<file path="config.mk">
export PLATFORM = sky130hd
export DESIGN_NAME = minhash_seed_scheduler
export DESIGN_NICKNAME = d
export VERILOG_FILES = /design/src/rtl/minhash_seed_scheduler.sv
export SDC_FILE = /design/constraint.sdc
export NUM_CORES = 1
export LEC_CHECK = 0
export CORE_MARGIN = 4
export CORE_UTILIZATION = 35
export CTS_BUF_LIST = sky130_fd_sc_hd__clkbuf_4 sky130_fd_sc_hd__clkbuf_8
export DETAILED_ROUTE_END_ITERATION = 8
export HOLD_SLACK_MARGIN = 0.05
export PLACE_DENSITY = 0.6
export SYNTH_ARGS = -nofsm -noshare
export SYNTH_HDL_FRONTEND = slang
export SYNTH_SLANG_ARGS = --single-unit
export TNS_END_PERCENT = 30
</file>
<file path="constraint.sdc">
create_clock -name clk -period 12 [get_ports clk]
set_input_delay 1.2 -clock clk [delete_from_list [all_inputs] [get_ports clk]]
set_output_delay 1.2 -clock clk [all_outputs]
set_load 0.1 [all_outputs]
</file>
<file path="src/rtl/minhash_seed_scheduler.sv">
// rtl/minhash_seed_scheduler.sv - shares one murmur hasher across NUM_HASHES seeds and streams per-seed minima
module minhash_seed_scheduler #(
    parameter int HASHER_DATA_BITS = 32,
    parameter int NUM_HASHES       = 8,
    parameter int CNT_BITS         = 16,
    localparam int IDX_BITS        = $clog2(NUM_HASHES)
) (
    input  logic                        clk,
    input  logic                        rst,
    input  logic                        cfg_we,
    input  logic [IDX_BITS-1:0]         cfg_addr,
    input  logic [HASHER_DATA_BITS-1:0] cfg_seed,
    input  logic                        kmer_valid,
    output logic                        kmer_ready,
    input  logic [HASHER_DATA_BITS-1:0] kmer_data,
    input  logic                        kmer_last,
    output logic [HASHER_DATA_BITS-1:0] hash_seed,
    output logic [HASHER_DATA_BITS-1:0] hash_kmer,
    input  logic [HASHER_DATA_BITS-1:0] hash_sig,
    output logic                        sig_valid,
    input  logic                        sig_ready,
    output logic [HASHER_DATA_BITS-1:0] sig_data,
    output logic [IDX_BITS-1:0]         sig_idx,
    output logic                        sig_last,
    output logic                        busy,
    output logic [CNT_BITS-1:0]         kmer_count
);

    typedef enum logic [1:0] {IDLE, HASH, OUT} state_t;

    localparam logic [IDX_BITS-1:0] LAST_IDX = IDX_BITS'(NUM_HASHES - 1);

    state_t                        state_q, state_d;
    logic [IDX_BITS-1:0]           idx_q, idx_d;
    logic [HASHER_DATA_BITS-1:0]   kmer_reg_q, kmer_reg_d;
    logic                          last_reg_q, last_reg_d;
    logic [CNT_BITS-1:0]           kmer_count_q, kmer_count_d;
    logic [HASHER_DATA_BITS-1:0]   seed_q [NUM_HASHES];
    logic [HASHER_DATA_BITS-1:0]   seed_d [NUM_HASHES];
    logic [HASHER_DATA_BITS-1:0]   min_q  [NUM_HASHES];
    logic [HASHER_DATA_BITS-1:0]   min_d  [NUM_HASHES];

    always_comb begin
        state_d      = state_q;
        idx_d        = idx_q;
        kmer_reg_d   = kmer_reg_q;
        last_reg_d   = last_reg_q;
        kmer_count_d = kmer_count_q;
        seed_d       = seed_q;
        min_d        = min_q;
        case (state_q)
            IDLE: begin
                // Seed write lands on the same edge as the accept, so HASH sees it.
                if (cfg_we) begin
                    seed_d[cfg_addr] = cfg_seed;
                end
                if (kmer_valid) begin
                    kmer_reg_d = kmer_data;
                    last_reg_d = kmer_last;
                    idx_d      = '0;
                    state_d    = HASH;
                    if (kmer_count_q != '1) begin
                        kmer_count_d = kmer_count_q + 1'b1;
                    end
                end
            end
            HASH: begin
                if (hash_sig < min_q[idx_q]) begin
                    min_d[idx_q] = hash_sig;
                end
                if (idx_q == LAST_IDX) begin
                    idx_d   = '0;
                    state_d = last_reg_q ? OUT : IDLE;
                end else begin
                    idx_d = idx_q + 1'b1;
                end
            end
            OUT: begin
                if (sig_ready) begin
                    if (idx_q == LAST_IDX) begin
                        for (int i = 0; i < NUM_HASHES; i++) begin
                            min_d[i] = '1;
                        end
                        kmer_count_d = '0;
                        idx_d        = '0;
                        state_d      = IDLE;
                    end else begin
                        idx_d = idx_q + 1'b1;
                    end
                end
            end
            default: state_d = IDLE;
        endcase
    end

    always_ff @(posedge clk) begin
        if (rst) begin
            state_q      <= IDLE;
            idx_q        <= '0;
            kmer_reg_q   <= '0;
            last_reg_q   <= 1'b0;
            kmer_count_q <= '0;
            for (int i = 0; i < NUM_HASHES; i++) begin
                seed_q[i] <= HASHER_DATA_BITS'(i);
                min_q[i]  <= '1;
            end
        end else begin
            state_q      <= state_d;
            idx_q        <= idx_d;
            kmer_reg_q   <= kmer_reg_d;
            last_reg_q   <= last_reg_d;
            kmer_count_q <= kmer_count_d;
            seed_q       <= seed_d;
            min_q        <= min_d;
        end
    end

    assign kmer_ready = (state_q == IDLE);
    assign busy       = (state_q != IDLE);
    assign hash_seed  = (state_q == HASH) ? seed_q[idx_q] : seed_q[0];
    assign hash_kmer  = kmer_reg_q;
    assign sig_valid  = (state_q == OUT);
    assign sig_data   = (state_q == OUT) ? min_q[idx_q] : '0;
    assign sig_idx    = (state_q == OUT) ? idx_q : '0;
    assign sig_last   = (state_q == OUT) && (idx_q == LAST_IDX);
    assign kmer_count = kmer_count_q;

endmodule
</file>
Word-level counts from Yosys, hierarchy flattened. Cells that the tools add are included.

Flip-flop bits (word level): 566. Input bits: 105. Output and inout port bits: 119. Logic and storage cells: 88.

Add/subtract/negate cells: 2. Order comparisons: 5. Equality and inequality tests: 10. Mux-type cells: 34. Bitwise gates (word level): 2. Reduce and logical (&&, ||, !) cells: 14.

Operators with widths (count): 256-bit two-way mux (3); 256-bit bitwise mux (2); 256-bit one-hot mux with 2 select lines (1); 32-bit two-way mux (8); 32-bit binary-select mux with 3-bit select (2); 32-bit demux with 3-bit select (2); 16-bit two-way mux (4); 32-bit less-than comparator (1); 16-bit one-hot mux with 2 select lines (1); 16-bit by 1-bit adder with 16-bit output (second input constant) (1); 16-bit inequality test (second input constant) (1); 3-bit two-way mux (4); 2-bit two-way mux (5); 3-bit one-hot mux with 3 select lines (1); 4-bit greater-or-equal comparator (second input constant) (2); 4-bit by 1-bit less-than comparator with 1-bit output (second input constant) (2); 3-bit NOT with 4-bit output (2); 4-bit AND reduction (2); 2-bit by 1-bit inequality test with 1-bit output (second input constant) (3); 2-bit inequality test (second input constant) (3); 2-bit one-hot mux with 3 select lines (1); 2-bit nonzero test (3); 5-bit AND reduction (1); 2-bit AND reduction (2); 8 further kinds (10).

Depth between registers and ports, before layout. Gate-level depths: netlist of run 1.

Depth in word-level cells: 8. Depth in mapped cells: 16. Depth with buffers taken out: 12.

Worst setup path before layout of run 1. Ideal clock, no wire load.

Path kind: reg2out. Start point: register idx_q[2]. End point: output port hash_seed[16]. Arrival: 3816 ps. Data required time: 10800 ps. Path slack: 6984 ps. Stages on the path, launching flop included: 8. Path buffers: 4. Cell sequence: dfxtp_1 buf_2 buf_1 buf_2 clkbuf_1 mux4_2 o21ai_0 o21ai_0.

Longest elaborated chain between the ends: 5.

RTL lines: start: declaration (RTL line 34) `logic [IDX_BITS-1:0] idx_q, idx_d;`; start signal: assignment (RTL line 109) `idx_q <= idx_d;`; 3-bit NOT with 4-bit output (not written as such) (RTL line 120) `assign hash_seed = (state_q == HASH) ? seed_q[idx_q] : seed_q[0];`; 32-bit binary-select mux with 3-bit select (RTL line 120); 32-bit two-way mux (not written as such) (2 in series) (RTL line 120); 32-bit two-way mux (RTL line 120); end: declaration (RTL line 17) `output logic [HASHER_DATA_BITS-1:0] hash_seed,`.

No other way between the ends. The select of a mux whose other input is x is not followed.

Worst setup path in the final report of run 1.
Start point: register idx_q[2]. End point: output port hash_seed[29].

The elaborated chain is that of the path after synthesis.

==> metrics.yaml, run 1 <==
cts_resized: 0
gr-total-overflow: 0
via_per_inst: 5.239
port_buffers: 223
synthesis.nets: 3124
drc_errors: 0
setup-violations-final: 0
via_count: 21600
path_class: "flip-flop to output port"
cts.sink_count: 566
diodes: 0
place_area_mm2: 0.02772
grt_util_all_layers_pct: 21.80
gp_congestion: 0.8424
maxSlewHeadroom_pct: 19.92
p_leak_nw: 10.02
synth_seq_cells: 566
dr.pass1.iters: 6
cap_violations: 0
fin_util_pct: 42.43
fp.dieH_um: 275.3
path_clk_slew_ns: 0.06
ys_warn_count: 0
synthDominantCellAreaShare_pct: 45.31
synth-seq-area-share_pct: 45.31
end_kind: "output port"
drtIter0Drc: 1847
synth_cell_types: 58
outcome: "finished clean"
hold_path.class: "flip-flop to flip-flop"
syn_area_mm2: 0.02501
ys_async_sr_fraction_pct: 0
grt_max_degree: 118
worstPathRequired_ns: 10.80
synth_area_leaders: "dfxtp_1, mux2i_1, nand2_1"
cts_made_buffers: 95
synth_top_cell_by_area: "dfxtp_1"
clk_latency_ns: 0.71
power_w: 0.004316
tritoncts: "yes"
critPathArrivalTime_ns: 5.48
syn_avg_cell_area_um2: 8.388
wl_um: 85290
layout-drive-gt1-share_pct: 9.994
root_buffer: "clkbuf_8"
cts_max_path_buffers: 3
post_cts_buffers: 0
finalClockSkew_ns: 0.04583
postRouteAntennaNets: 0
startpoint_type: "flip-flop"
finalMaxSlewViolations: 0
finalSetupTns_ns: 0
start_util_pct: 35.52
holdBufCountCts: 0
dieArea_mm2: 0.07578
htree_levels: 3
io_pins: 224
core_mm2: 0.07039
rsz0062_at_grt: "false"
grt_pass1_wl_um: 128400
post-route-period-util_pct: 55.64
dp_hpwl_um: 51580
nNetsFinal: 3245
area_growth_pct: 19.45
hold_violations: 0
p_per_area_mw_per_mm2: 144.5
tightestPinTransition_ns: 1.195
synthCells: 2981
synth-edff-count: 0
stdcell_area_mm2: 0.02987
path_max_fanout: 39
yosys_most_used_dff: "dfxtp_1"
rows: 97
vdd_drop_max_mv: 0.06142
die_w_um: 275.3
wl_per_cell_um: 20.69
max_freq_ghz: 0.1498
synthTopCellsByCount: "nand2_1, dfxtp_1, nor2_1, a21oi_1, mux2i_1"
antenna_found_initial: 0
grt_pass1_vias: 20900
period_needed_ns: 6.677
yosysMostFrequentCell: "nand2_1"
-- layout make-up --
class,instances,area [um2]
clock buffers,162,2017
clock inverters,15,131.4
fillers,7069,40520
inverters,9,33.78
multi-input cells,2155,12530
flip-flops and latches,566,11340
well taps,940,1176
repair buffers,275,2640
-- worst paths after layout --
kind	start	endpoint	slack, ns	cells after the start
max	idx_q[2]	hash_seed[29]	5.32	8
min reg2reg	seed_q[220]	seed_q[220]	0.45	2
min	seed_q[220]	seed_q[220]	0.45	2
max reg2reg	idx_q[1]	min_q[155]	5.58	15
-- cells by family (layout without fill, tap and decap cells) --
logic type	Yosys count	in the layout	share of synthesized area, %
muxes	351	351	14.85
adders and majority gates	38	38	1.901
DFF	566	566	45.31
AOI/OAI and AO/OA	577	577	13.73
xor gates and xnor gates	14	14	0.4904
and+or+nand+nor	1175	1175	18.87
buffers and inverters	260	461	4.849
-- per-layer routing --
metal | wire [um] | global-route usage, % | part of all wire [%] | up-vias
met3 | 4959 | 3.625 | 5.8 | 160
met2 | 40770 | 36.17 | 48 | 716
met5 | 0 | 0 | 0 | -
met1 | 37040 | 28.93 | 43 | 10320
li1 | - | - | - | 10400
met4 | 2525 | 7.357 | 3.0 | 0
-- worst max-delay path, stage by stage, from the launching register on --
cell	delay [ns]
dfxtp_4	0.80
inv_1	0.70
nor3_2	0.96
buf_4	0.45
a22oi_1	0.14
nand2_1	0.08
a21oi_1	0.05
o21ai_1	0.37
clkdlybuf4s50_1	1.21
-- per-stage QoR --
| step | setup WS (ns) | instances | hold slack (ns) |
|---|---|---|---|
| 2_1_floorplan | 6.984 | 2981 | 0.4321 |
| 3_3_place_gp | 5.670 | 3945 | 0.4405 |
| 3_5_place_dp | 5.616 | 3945 | 0.4438 |
| 4_1_cts | 5.315 | 4122 | 0.4519 |
| 5_1_grt | 5.169 | 4122 | 0.4676 |
| 6_report | 5.323 | 4122 | 0.4510 |
-- registers in the layout, summed over array words and instances (netlist names) --
name	flops
hash_kmer	32
idx_q	3
kmer_count	16
last_reg_q	1
min_q	256
seed_q	256
state_q	2
-- power by group --
group	leakage (nW)	switching (W)	internal (W)	total (W)
clock	1.14	0.000825	0.00108	0.00191
combinational	4.29	0.000330	0.000141	0.000471
sequential	4.59	0.0000210	0.00192	0.00194
total	10.0	0.00118	0.00314	0.00432
-- cells in the final DEF, fill, tap and decap left out, types with 19 or more instances in the layout --
cell type,count
nand3_1,19
mux2i_1,300
a21oi_1,348
ha_1,38
o21ai_0,40
a221oi_1,56
o21ai_1,26
buf_4,51
nor2_1,397
dfxtp_1,563
a22oi_1,67
mux2_2,34
clkbuf_8,128
clkbuf_4,34
clkdlybuf4s50_1,222
nand2_1,677
(Power assumes the default switching activity.)
==> run 2, diff against run 1 <==
- clock period: 12 -> 6.8 ns (I/O delays scaled with it)
==> run 2 against run 1 <==
  * The flow now finishes with violations (design-rule violations)
  * Cell count grew 0.27%
  * Power grew 76%
  * Non-clock buffer count grew 14
  * Flip-flop and latch count is the same
  * Die area is the same
  * Clock-buffer cell count shrank 7
  * Sequential share of layout area shrank 0.12 points
  * Largest cell class unchanged
  * Largest power group unchanged
  * Highest routed layer is now met5
==> metrics.yaml, run 2 (same netlist as run 1, synthesis figures left out) <==
outcome: "complete, but fails checks"
violations: "design-rule violations"
path_class: "flip-flop to flip-flop"
path_max_fanout: 38
holdBufCountCts: 0
gr-total-overflow: 0
fillerInstances: 7102
nNetsFinal: 3261
reg2reg_to: "min_q[37]"
start_util_pct: 35.52
port_buffers: 223
setup-violations-final: 0
finalClockSkew_ns: 0.05200
root_buffer: "clkbuf_8"
path_clk_slew_ns: 0.06
layout-drive-gt1-share_pct: 10.28
postRouteAntennaNets: 0
grt_util_all_layers_pct: 22.15
p_leak_nw: 10.09
antenna_found_initial: 2
post-place-ws_ns: 1.111
via_count: 21910
gp_congestion: 0.8369
htree_levels: 3
cts.sink_count: 566
drtIter0Drc: 2256
drc_errors: 1
grt_pass1_vias: 21260
critPathArrivalTime_ns: 6.44
min_from: "hash_kmer[2]"
end_kind: "flip-flop"
dr.pass1.iters: 7
dieArea_mm2: 0.07578
max_freq_ghz: 0.1717
grt_max_degree: 199
startpoint_type: "flip-flop"
place_area_mm2: 0.02785
cts_resized: 0
maxSlewHeadroom_pct: 19.58
tritoncts: "yes"
finalMaxSlewViolations: 0
grt_pass1_wl_um: 130800
die_w_um: 275.3
rows: 97
cap_violations: 0
worstPathRequired_ns: 7.41
final_common_cell: "nand2_1"
stdcell_area_mm2: 0.02996
wl_um: 87060
final_cell_mix: "nand2_1, dfxtp_1, nor2_1, a21oi_1, mux2i_1"
tightestPinTransition_ns: 1.200
fin_ws_ns: 0.9750
finalSetupTns_ns: 0
post_cts_buffers: 0
via_per_inst: 5.301
rsz0062_at_grt: "false"
core_mm2: 0.07039
wl_per_cell_um: 21.06
worstHoldEndpoint: "hash_kmer[2]"
period_needed_ns: 5.825
r2r_start: "idx_q[1]"
io_pins: 224
post-route-period-util_pct: 85.66
regToRegSetupSlack_ns: 0.98
whs_ns: 0.4504
cts_max_path_buffers: 3
hold_violations: 0
dp_hpwl_um: 54000
reg2regPathDepth: 13
fp.dieH_um: 275.3
clk_latency_ns: 0.73
area_growth_pct: 19.83
holdPathStages: 2
cts_made_buffers: 97
vdd_drop_max_mv: 0.1478
p_per_area_mw_per_mm2: 253.7
hold_path.class: "flip-flop to flip-flop"
[run 2: cell count changes in the layout (fill, tap and decap cells not counted), sizes merged]
cell / before / now
buf: 53 / 67
bufinv: 1 / 3
clkbuf: 162 / 155
clkinv: 10 / 13
clkinvlp: 2 / 1
diode: 0 / 1
inv: 11 / 10
[run 2: worst max path at each step]
stage               startpoint       endpoint
finish                idx_q[1]      min_q[37]
global route          idx_q[1]      min_q[32]
CTS                   idx_q[2]      min_q[32]
detailed placement    idx_q[2]      min_q[58]
global placement      idx_q[1]      min_q[72]
floorplan             idx_q[2]  hash_seed[16]
[run 2: critical path, stage by stage, from the launching register on]
cell	delay, ns
dfxtp_4	0.70
inv_2	0.39
nor2_1	0.62
a21oi_1	0.18
a21oi_1	0.37
a221oi_1	0.19
ha_1	0.38
a211oi_1	0.23
nor2_1	0.09
o311ai_1	0.38
a32oi_2	0.35
nor3_4	1.05
buf_4	0.53
mux2i_1	0.23
[run 2: layout make-up]
| type | instances | area [um2] | area share [%] |
|---|---|---|---|
| Clock buffer | 155 | 1902 | 6.347 |
| Multi-Input combinational cell | 2155 | 12530 | 41.81 |
| Clock inverter | 18 | 209.0 | 0.6973 |
| Inverter | 9 | 33.78 | 0.1127 |
| Timing Repair Buffer | 289 | 2770 | 9.245 |
| Sequential cell | 566 | 11340 | 37.85 |
| Antenna cell | 1 | 2.502 | 0.008351 |
| Tap cell | 940 | 1176 | 3.925 |
[run 2: metal layers]
| metal | track usage, % | share of wire [%] |
|---|---|---|
| met5 | 0 | 0.015 |
| met1 | 29.56 | 43 |
| met2 | 37.24 | 48 |
| met4 | 6.374 | 2.6 |
| met3 | 3.468 | 6.0 |
[run 2: metrics by stage]
step | power [W] | utilization [%] | std cells
after floorplan | 0.004040 | - | 2981
after global placement | 0.004317 | 39.56 | 3959
after CTS | 0.007655 | 42.56 | 4132
final | 0.007601 | 42.57 | 4133
after detailed placement | 0.004320 | 39.56 | 3959
after global routing | 0.007869 | 42.57 | 4133
[run 2: report_power, final]
part	internal, W	switching [W]
sequential	0.00339	0.0000399
combinational	0.000251	0.000578
clock	0.00189	0.00146
==> run 3, diff against run 2 <==
- CORE_UTILIZATION: 35 -> 59
- PLACE_DENSITY: 0.6 -> 0.88
- SETUP_SLACK_MARGIN: default -> 0.4
- SLEW_MARGIN: default -> 10
==> run 3 against run 2 <==
  * The run now ends clean
  * Clock-buffer cell count is 8 lower
  * Utilization is 27 points higher
  * Clock power is 9.0% lower
  * Global-route usage is 11 points higher
  * Wire length is 7.8% lower
  * Design area is 2.5% lower
  * Power is 3.9% lower
  * Combinational power is 2% lower
  * Worst hold slack hardly changed
  * Critical path depth is 5 lower
  * Fmax is 1.9% lower
==> metrics.yaml, run 3 (same netlist as run 1, synthesis figures left out) <==
outcome: "finished clean"
hold_path.class: "flip-flop to flip-flop"
instances_no_fill: 3710
p_leak_nw: 9.938
gp_congestion: 0.9310
root_buffer: "clkbuf_8"
cts_resized: 0
finalClockSkew_ns: 0.03881
setup-violations-final: 0
post-route-period-util_pct: 87.33
holdBufCountCts: 0
maxSlewHeadroom_pct: 11.30
layout-drive-gt1-share_pct: 9.719
wl_um: 80300
path_buf_inv: 3
tightestPinTransition_ns: 1.323
max_freq_ghz: 0.1684
via_count: 23230
area_growth_pct: 16.83
grt_util_all_layers_pct: 33.52
drc_errors: 0
fp.dieH_um: 213.9
core_mm2: 0.04195
worstPathRequired_ns: 6.12
gr-total-overflow: 0
startpoint_type: "flip-flop"
vdd_drop_max_mv: 0.1662
wl_per_cell_um: 21.65
hold_violations: 0
nNetsFinal: 3245
dp_hpwl_um: 49480
port_buffers: 223
die_w_um: 213.9
grt_max_degree: 126
place_area_mm2: 0.02731
path_class: "flip-flop to output port"
end_kind: "output port"
grt_pass1_wl_um: 122400
whs_ns: 0.4502
htree_levels: 3
stdcell_area_mm2: 0.02921
period_needed_ns: 5.939
rows: 75
cts.sink_count: 566
path_clk_slew_ns: 0.06
cts_max_path_buffers: 3
antenna_found_initial: 3
cp_slowest_cell: "clkdlybuf4s50_1"
final_common_cell: "nand2_1"
tritoncts: "yes"
post_cts_buffers: 0
dr.pass1.iters: 6
p_per_area_mw_per_mm2: 250.0
dieArea_mm2: 0.04574
drtIter0Drc: 3117
grt_pass1_vias: 23320
finalSetupTns_ns: 0
cts_made_buffers: 92
crit_path_cell_trace: "inv_1, nor3_2, buf_4, a22oi_1, nand2_1, a21oi_1, o21ai_1, clkdlybuf4s50_1"
critPathArrivalTime_ns: 5.26
cap_violations: 0
clk_latency_ns: 0.69
finalMaxSlewViolations: 0
crit_family: "buffers and inverters"
fin_util_pct: 69.65
path_max_fanout: 35
io_pins: 224
cpPeakStageDelay_ns: 1.21
via_per_inst: 6.262
regToRegSetupSlack_ns: 0.98
start_util_pct: 59.61
rsz0062_at_grt: "false"
final_cell_mix: "nand2_1, dfxtp_1, nor2_1, a21oi_1, mux2i_1"
dp_cells: 3547
postRouteAntennaNets: 0
-- run 3: tightest hold or removal path, stage by stage (launching register included) --
cell and delay (ns):
dfxtp_1 0.30, nand2_1 0.05, a21oi_1 0.05
-- run 3: worst paths after layout --
check,start,to,depth (start not counted)
worst min-delay path,hash_kmer[8],hash_kmer[8],2
worst max register to register,idx_q[2],min_q[105],14
worst max-delay path,idx_q[2],hash_seed[10],8
worst min register to register,hash_kmer[8],hash_kmer[8],2
-- run 3: area by class of cell --
class / count / area (um2)
multi-input combinational: 2155 / 12540
fill: 3015 / 12730
clock buffer: 147 / 1792
timing repair buffer: 278 / 2723
sequential: 566 / 11340
antenna: 2 / 5.005
inverter: 9 / 33.78
tap: 539 / 674.4
clock inverter: 14 / 105.1
-- run 3: where the power goes --
part	internal (W)	switching (W)	total (W)
sequential	0.00339	0.0000475	0.00343
combinational	0.000248	0.000568	0.000816
clock	0.00167	0.00138	0.00305
-- run 3: per-layer routing --
layer	routed length, um	GRT usage (%)	up-vias
li1	-	-	10370
met1	29160	40.44	10870
met2	37260	54.34	1585
met3	8849	8.237	409
met4	5028	20.30	2
met5	12	0	-
-- run 3: stage by stage --
stage | worst slack [ns] | power, W
2_1_floorplan | 2.304 | 0.004040
3_3_place_gp | 1.278 | 0.004273
3_5_place_dp | 1.147 | 0.004295
4_1_cts | 0.9958 | 0.007285
5_1_grt | 0.6847 | 0.007506
6_report | 0.8614 | 0.007303
